<file path="config.mk">
export PLATFORM = sky130hd
export DESIGN_NAME = mem_stage
export DESIGN_NICKNAME = d
export VERILOG_FILES = /design/src/rtl/mem_stage_pkg.sv /design/src/rtl/mem_stage_load_align.sv /design/src/rtl/mem_stage.sv
export SDC_FILE = /design/constraint.sdc
export NUM_CORES = 1
export LEC_CHECK = 0
export BUFFER_PORTS_ARGS = -buffer_cell sky130_fd_sc_hd__buf_2
export CAP_MARGIN = 20
export CORE_UTILIZATION = 25
export CTS_BUF_LIST = sky130_fd_sc_hd__clkbuf_4
export DETAILED_ROUTE_END_ITERATION = 10
export GPL_TIMING_DRIVEN = 1
export PLACE_DENSITY_LB_ADDON = 0.12
export SLEW_MARGIN = 0
export SYNTH_ARGS = -nofsm -noshare
export SYNTH_HDL_FRONTEND = slang
export SYNTH_SLANG_ARGS = --single-unit
</file>
<file path="constraint.sdc">
create_clock -name clock -period 5.5 [get_ports clock]
set_clock_uncertainty 0.2 [all_clocks]
set_input_delay 1.1 -clock clock [delete_from_list [all_inputs] [get_ports clock]]
set_output_delay 1.1 -clock clock [all_outputs]
set_load 0.01 [all_outputs]
</file>
<file path="src/rtl/mem_stage_pkg.sv">
// Shared definitions for the memory-access stage: size encodings, FSM states,
// the latched request payload and byte-lane helpers.
package mem_stage_pkg;

  localparam int unsigned SEL_W  = 5;
  localparam int unsigned BE_W   = 4;
  localparam int unsigned WORD_W = 32;

  localparam logic [1:0] MEM_B = 2'b00;
  localparam logic [1:0] MEM_H = 2'b01;
  localparam logic [1:0] MEM_W = 2'b10;

  typedef enum logic {
    IDLE = 1'b0,
    BUSY = 1'b1
  } state_t;

  // Everything captured from the execute stage when a memory op is accepted
  typedef struct packed {
    logic              we;
    logic [1:0]        size;
    logic              is_unsigned;
    logic              is_wb;
    logic [SEL_W-1:0]  write_sel;
    logic [BE_W-1:0]   be;
    logic [WORD_W-1:0] wdata;
    logic [WORD_W-1:0] pc;
  } mem_req_t;

  // Half accesses need bit 0 clear, word (and the 11 encoding) need both clear
  function automatic logic is_misaligned(input logic [1:0] size, input logic [1:0] off);
    case (size)
      MEM_B:   is_misaligned = 1'b0;
      MEM_H:   is_misaligned = off[0];
      MEM_W:   is_misaligned = (off != 2'b00);
      default: is_misaligned = (off != 2'b00);
    endcase
  endfunction

  function automatic logic [BE_W-1:0] byte_enables(input logic [1:0] size, input logic [1:0] off);
    case (size)
      MEM_B:   byte_enables = 4'b0001 << off;
      MEM_H:   byte_enables = 4'b0011 << off;
      default: byte_enables = 4'b1111;
    endcase
  endfunction

  // Replicate store data across every lane it could land in
  function automatic logic [WORD_W-1:0] store_lanes(input logic [1:0] size, input logic [WORD_W-1:0] d);
    case (size)
      MEM_B:   store_lanes = {4{d[7:0]}};
      MEM_H:   store_lanes = {2{d[15:0]}};
      default: store_lanes = d;
    endcase
  endfunction

endpackage

</file>
<file path="src/rtl/mem_stage_load_align.sv">
// Combinational load extractor: selects the addressed byte/half/word from the
// read word and sign- or zero-extends it to 32 bits.
module load_align
  import mem_stage_pkg::*;
(
  input  logic [WORD_W-1:0] rdata,
  input  logic [1:0]        addr,
  input  logic [1:0]        size,
  input  logic              is_unsigned,
  output logic [WORD_W-1:0] result_c
);

  logic [WORD_W-1:0] shifted;

  assign shifted = rdata >> {addr, 3'b000};

  // Pick the access width and extend
  always_comb begin
    result_c = shifted;
    case (size)
      MEM_B:   result_c = is_unsigned ? {24'h0, shifted[7:0]}
                                      : {{24{shifted[7]}}, shifted[7:0]};
      MEM_H:   result_c = is_unsigned ? {16'h0, shifted[15:0]}
                                      : {{16{shifted[15]}}, shifted[15:0]};
      default: result_c = shifted;
    endcase
  end

endmodule

</file>
<file path="src/rtl/mem_stage.sv">
// Memory-access pipeline stage: issues loads/stores on a req/ack data port,
// stalls upstream while a transaction is outstanding, registers the cw_* bundle.
module mem_stage
  import mem_stage_pkg::*;
#(
  parameter int unsigned ADDR_W = 32,
  parameter int unsigned DATA_W = 32
) (
  input  logic              clock,
  input  logic              reset,
  input  logic [31:0]       ac_pc,
  input  logic [SEL_W-1:0]  ac_write_sel,
  input  logic              ac_is_load,
  input  logic              ac_is_store,
  input  logic              ac_is_wb,
  input  logic [DATA_W-1:0] ac_alu_result,
  input  logic [DATA_W-1:0] ac_store_data,
  input  logic [1:0]        ac_mem_size,
  input  logic              ac_mem_unsigned,
  output logic              dmem_req,
  output logic              dmem_we,
  output logic [ADDR_W-1:0] dmem_addr,
  output logic [BE_W-1:0]   dmem_be,
  output logic [DATA_W-1:0] dmem_wdata,
  input  logic              dmem_ack,
  input  logic [DATA_W-1:0] dmem_rdata,
  output logic              stall,
  output logic [31:0]       cw_pc,
  output logic              cw_is_wb,
  output logic [SEL_W-1:0]  cw_write_sel,
  output logic [DATA_W-1:0] cw_result,
  output logic              misalign_exc
);

  state_t            state;
  state_t            state_nxt;
  mem_req_t          lat;
  logic [ADDR_W-1:0] lat_addr;
  logic              mem_op;
  logic              misaligned;
  logic              capture;
  logic              complete;
  logic [WORD_W-1:0] load_val;

  assign mem_op     = ac_is_load | ac_is_store;
  assign misaligned = is_misaligned(ac_mem_size, ac_alu_result[1:0]);

  // State register
  always_ff @(posedge clock) begin
    if (reset) state <= IDLE;
    else       state <= state_nxt;
  end

  // Next state, upstream stall and capture/complete strobes
  always_comb begin
    state_nxt = state;
    stall     = 1'b0;
    capture   = 1'b0;
    complete  = 1'b0;
    if (state == IDLE) begin
      if (mem_op && !misaligned) begin
        stall     = 1'b1;
        capture   = 1'b1;
        state_nxt = BUSY;
      end
    end else begin
      stall = !dmem_ack;
      if (dmem_ack) begin
        complete  = 1'b1;
        state_nxt = IDLE;
      end
    end
  end

  // Latch the accepted request so the memory port stays stable until ack
  always_ff @(posedge clock) begin
    if (reset) begin
      lat      <= '0;
      lat_addr <= '0;
    end else if (capture) begin
      lat_addr <= ADDR_W'(ac_alu_result);
      lat      <= '{we:          ac_is_store,
                    size:        ac_mem_size,
                    is_unsigned: ac_mem_unsigned,
                    is_wb:       ac_is_wb,
                    write_sel:   ac_write_sel,
                    be:          byte_enables(ac_mem_size, ac_alu_result[1:0]),
                    wdata:       store_lanes(ac_mem_size, WORD_W'(ac_store_data)),
                    pc:          ac_pc};
    end
  end

  assign dmem_req   = (state == BUSY);
  assign dmem_we    = lat.we;
  assign dmem_addr  = {lat_addr[ADDR_W-1:2], 2'b00};
  assign dmem_be    = lat.be;
  assign dmem_wdata = DATA_W'(lat.wdata);

  load_align u_load_align (
    .rdata       (WORD_W'(dmem_rdata)),
    .addr        (lat_addr[1:0]),
    .size        (lat.size),
    .is_unsigned (lat.is_unsigned),
    .result_c    (load_val)
  );

  // Write-back bundle; cw_is_wb and misalign_exc default to a bubble each cycle
  always_ff @(posedge clock) begin
    if (reset) begin
      cw_pc        <= '0;
      cw_is_wb     <= 1'b0;
      cw_write_sel <= '0;
      cw_result    <= '0;
      misalign_exc <= 1'b0;
    end else begin
      cw_is_wb     <= 1'b0;
      misalign_exc <= 1'b0;
      if (state == BUSY) begin
        if (complete) begin
          cw_pc        <= lat.pc;
          cw_write_sel <= lat.write_sel;
          if (!lat.we) begin
            cw_result <= DATA_W'(load_val);
            cw_is_wb  <= lat.is_wb && (lat.write_sel != '0);
          end
        end
      end else if (!mem_op) begin
        cw_pc        <= ac_pc;
        cw_write_sel <= ac_write_sel;
        cw_result    <= ac_alu_result;
        cw_is_wb     <= ac_is_wb && (ac_write_sel != '0);
      end else if (misaligned) begin
        cw_pc        <= ac_pc;
        cw_write_sel <= ac_write_sel;
        misalign_exc <= 1'b1;
      end
    end
  end

endmodule
</file>
; Yosys cells after proc, flatten, opt, wreduce, memory -nomap -nowiden
; Cells that the tools add are included.
[totals]
reg_bits = 182
input_bits = 142
out_inout_bits = 142
word_cells = 69
[op_classes]
eq_ne = 6
n_shift = 3
muxes = 30
bitwise_logic = 2
n_reduce_logical = 13
[op_table]
columns = cell, count
row1 = two-way mux 32 bit, 10
row2 = case mux 32 bit (2 select lines), 2
row3 = right shift 32 x 5 -> 32 bit, 1
row4 = two-way mux 5 bit, 4
row5 = two-way mux 1 bit, 12
row6 = nonzero test 5 bit, 2
row7 = case mux 4 bit (2 select lines), 1
row8 = "== test 2 x 1 -> 1 bit, second input constant", 2
row9 = logical NOT 2 bit, 2
row10 = "!= test 2 bit, second input constant", 2
row11 = "<< shifter 1 x 2 -> 4 bit, first input constant", 1
row12 = "<< shifter 2 x 2 -> 4 bit, first input constant", 1
row13 = logical AND 1 bit, 3
row14 = "!= test 3 x 2 -> 1 bit, second input constant", 1
row15 = AND reduction 3 bit, 1
row16 = OR reduction 3 bit, 1
row17 = logical NOT 1 bit, 2
row18 = "!= test 2 x 1 -> 1 bit, second input constant", 1
row19 = case mux 1 bit (2 select lines), 1
row20 = AND reduction 2 bit, 1
row21 = nonzero test 2 bit, 1
row22 = NOT 1 bit, 1
row23 = OR 1 bit, 1

; Longest topological paths before layout
[logic_depth]
word_depth = 6
depth_mapped = 7
ltp_nobuf = 4

; Hierarchy
; From an unflattened synthesis, not the netlist that was laid out.
[hier_totals]
cells_unflattened = 1104
area_unflattened_um2 = 9910.8
[modules_own_cells]
columns = mod, n_inst, cells_each, area_per_inst_um2, seq_area_each_um2
row1 = mem_stage, 1, 1001, 9142.5, 3643.5
row2 = load_align, 1, 103, 768.2, 0.0

; Least setup slack after synthesis
; Ideal clock, no wire load.
[synth_path]
path_kind = input port to output port
start = in ac_alu_result[0]
end = out stall
t_arrival_ns = 2.103
required_time_ns = 4.200
slack_ns = 2.097
cell_stages = 6
n_path_buf = 3
cell_sequence = buf_2 -> o21ai_1 -> a32oi_2 -> buf_4 -> buf_2 -> inv_1
[synth_via]
elab_chain_len = 6
[synth_lines]
columns = item, line
row1 = start: declaration, mem_stage.sv:16  ; input logic [DATA_W-1:0] ac_alu_result,
row2 = nonzero test 2 bit, "mem_stage_pkg.sv:35, mem_stage_pkg.sv:36"
row3 = case mux 1 bit (2 select lines) (*), mem_stage_pkg.sv:32  ; case (size)
row4 = logical NOT 1 bit (*), mem_stage.sv:61  ; if (mem_op && !misaligned) begin
row5 = logical AND 1 bit (*), mem_stage.sv:61
row6 = two-way mux 1 bit (*), mem_stage.sv:61
row7 = two-way mux 1 bit (*), mem_stage.sv:60  ; if (state == IDLE) begin
row8 = end: declaration, mem_stage.sv:27  ; output logic stall,
; Mark *: on every way between the ends. The rest lies on a longest branch, timed or not.

; Worst setup path after layout
[layout_path]
start = in ac_mem_size[1]
end = out stall
[layout_via]
elab_chain_len = 6
elab_cells_between_ends = 7
cone_classes = eq/ne (1) / mux (3) / reduce/logical (3)
[layout_lines]
columns = item, line
row1 = start: declaration, mem_stage.sv:18  ; input logic [1:0] ac_mem_size,
row2 = == test 2 x 1 -> 1 bit or logical NOT 2 bit (tied branches), mem_stage_pkg.sv:32
row3 = case mux 1 bit (2 select lines) (*), mem_stage_pkg.sv:32
row4 = logical NOT 1 bit (*), mem_stage.sv:61
row5 = logical AND 1 bit (*), mem_stage.sv:61
row6 = two-way mux 1 bit (*), mem_stage.sv:61
row7 = two-way mux 1 bit (*), mem_stage.sv:60
; Marks and branches as above.

==> flow_summary_export.csv <==
group,metric,value,unit
setup_path,crit_path_start,"ac_mem_size[1]",
setup_path,cp_data_required_time,4200,ps
clocking,ctsResizeCount,0,
synth,syn_avg_cell_area,8.43,µm²
synth,ys_top_cells_by_count,"nand2_1, dfxtp_1, a21oi_1, nor2_1, buf_4",
setup_path,critical-path-max-stage-delay,460,ps
routing,wirelength,28200,µm
cells_and_area,area_growth,16.9,%
power,p_int,1.95,mW
synth,synth.most_common_cell,"nand2_1",
power,power_frac_clock,26.7,%
run,maxCapViolCount,0,
setup_path,crit_fanout,29,
clocking,cts_htree_levels,4,
global_routing,grt_pass1_wl,43200,µm
setup_path,cp_top_family,"buffers and inverters",
power,seqPwrFrac,51.4,%
routing,drtAntennaViolNets,0,
placement,routabilityCongestion,0.770,
synth,ys_seq_elements,182,
floorplan,placementRows,67,
floorplan,start_util,25.5,%
routing,dr.pass1.iters,4,
power,p_per_area,290,nW/µm²
synth,ys_warn_count,0,
routing,via_per_inst,4.53,
cells_and_area,fin_area,10000,µm²
global_routing,grt_pass1_vias,7165,
placement,dp_hpwl,19400,µm
status,status,"complete, no violations",
power,p_switching,0.960,mW
cells_and_area,fin_nets,1323,
timing,fin_ws,1840,ps
routing,drtIter0Drc,384,
synth,synth.distinct_cells,51,
clocking,cts.path.max_buffers,2,
timing,final.setup.tns,0,ps
worst_hold_path,min_from,"lat_addr[12]",
power,power_leakage,4.17,nW
timing,post-route-period-util,66.5,%
clocking,cts_sinks,182,
timing,max_freq,273,MHz
power,switching_share,33.0,%
routing,drc_errors,0,
setup_path,path_cells,"buf_2, o21ai_1, a32oi_4, inv_1, buf_2",
clocking,cts_root_buf,"clkbuf_4",
power,ir_drop,0.000130,V
synth,synth_edf_count,0,
power,total_power,2.91,mW
timing,rsz0062_at_grt,"no",
setup_path,ff2ff_setup_slack,2820,ps
global_routing,grt_max_degree,101,
synth,synthTopCellsByArea,"dfxtp_1, nand2_1, mux2i_1",
placement,pre_cts_ws,1820,ps
floorplan,die_h,187,µm
timing,slew_headroom,35.2,%
setup_path,cp_common_cell,"buf_2",
floorplan,io_pins,284,
timing,holdWs,260,ps
clocking,postCtsHoldBufs,0,
floorplan,die_w,187,µm
routing,num_vias,7447,
global_routing,track_usage,15.9,%
clocking,numCtsBuffers,17,
setup_path,cp_num_buf_inv,3,
timing,worstMarginPinSlew,968,ps
cells_and_area,drive_above_1_share,30.7,%
synth,async_flop_share,0,%
setup_path,startpoint_type,"primary input",
clocking,clk_pin_slew,160,ps
clocking,postCtsSetupBuffers,0,
timing,slew_violations,0,
global_routing,gr-total-overflow,0,
synth,netlist_area,8590,µm²
setup_path,crit_arrival,2360,ps
global_routing,antenna_found_initial,4,
routing,wire_per_inst,17.1,µm
setup_path,endpoint_kind,"output pin",
timing,period_needed,3660,ps
placement,port_buffers,281,
synth,ys_seq_area_share,42.4,%
timing,setup_viol,0,
setup_path,setup.worst_path.class,"primary input to output pin",
floorplan,core-area,33700,µm²
clocking,worstSkewPairLatency,610,ps
synth,syn_inst,1019,
placement,placedInstanceArea,9750,µm²
setup_path,cpMaxStageDelayCell,"buf_2",
power,combinationalPowerShare,21.9,%
worst_hold_path,hold_class,"register to register",
setup_path,r2r-start,"dmem_req",
floorplan,die_area,35100,µm²
timing,finalHoldViolCount,0,
synth,yosys.area.top_type,"dfxtp_1",
synth,synth_top_area_share,42.4,%
clocking,tritoncts,"yes",
synth,synth_flop_cell,"dfxtp_1",
-- kinds of logic after synthesis --
family	after synthesis	share of synthesized area (%)
buf+inv	154	11.1
other cells	1	0.0437
mux	79	9.47
xor+xnor	1	0.102
flops	182	42.4
simple gates	357	16.9
compound gates	245	19.9
-- metrics by stage --
| stage | std cells | util, % |
|---|---|---|
| floorplan | 1020 | - |
| global placement | 1609 | 28.9 |
| detailed placement | 1609 | 28.9 |
| CTS | 1641 | 29.7 |
| global route | 1643 | 29.8 |
| finish | 1645 | 29.8 |
-- worst reg2reg max path: cells and delay by family, from the launching register on --
family,cells,cell delay [ps]
flops,1,810
compound gates,3,790
buf+inv,1,670
simple gates,1,130
-- final timing paths --
path | cells past startpoint | end
worst max-delay path | 5 | stall
worst min-delay path | 2 | lat_addr[12]
worst max register to register | 5 | cw_write_sel[1]
worst min register to register | 2 | lat_addr[12]
-- placed cells by master, fill, tap and decap left out, types with 3 or more instances in the layout --
master	synthesis	layout
buf_2	33	280
nand2_1	230	230
dfxtp_1	182	181
a21oi_1	90	90
nor2_1	87	87
mux2i_1	70	70
a211oi_1	52	52
o21ai_0	29	29
clkbuf_4	0	18
a211oi_2	10	10
a221oi_2	10	10
nor3_1	8	8
a21oi_2	8	8
mux2_2	8	8
a311oi_1	8	8
nor2b_1	7	7
nor3b_1	7	7
o22ai_1	7	7
a31oi_1	7	7
buf_4	78	7
a221oi_1	6	6
a221o_1	5	5
clkinv_2	0	5
inv_1	4	4
diode_2	0	3
and2_1	3	3
clkinv_1	1	3
-- cell type report --
type / count / area, µm²
diodes: 3 / 7.51
inverters: 5 / 18.8
repair buffers: 291 / 1520
flip-flops and latches: 182 / 3650
clock buffers: 18 / 135
multi-input cells: 684 / 4020
clock inverters: 14 / 134
well taps: 448 / 561
fillers: 3748 / 23700
-- registers in the layout (all words and copies together), names as in the netlist --
| signal | flops |
|---|---|
| cw_write_sel | 5 |
| cw_result | 32 |
| dmem_req | 1 |
| misalign_exc | 1 |
| cw_is_wb | 1 |
| lat | 41 |
| cw_pc | 32 |
| dmem_we | 1 |
| dmem_be | 4 |
| dmem_wdata | 32 |
| lat_addr | 32 |
-- power by group through the flow --
stage | sequential (mW) | combinational, mW | clock (mW)
after floorplan | 1.53 | 0.429 | 0
after global placement | 1.52 | 0.648 | 0
after detailed placement | 1.52 | 0.650 | 0
after CTS | 1.50 | 0.651 | 0.826
after global routing | 1.51 | 0.708 | 0.872
final | 1.49 | 0.637 | 0.777
-- routing by layer --
layer  global-route usage, %  up-vias  share of wire, %
met4                    3.47        6              0.94
met1                    20.4     3463                47
met5                       0        -              0.12
met2                    25.2      186                45
met3                    5.70       16               6.8
li1                        -     3776                 -
Power figures use the tool's default switching activity.
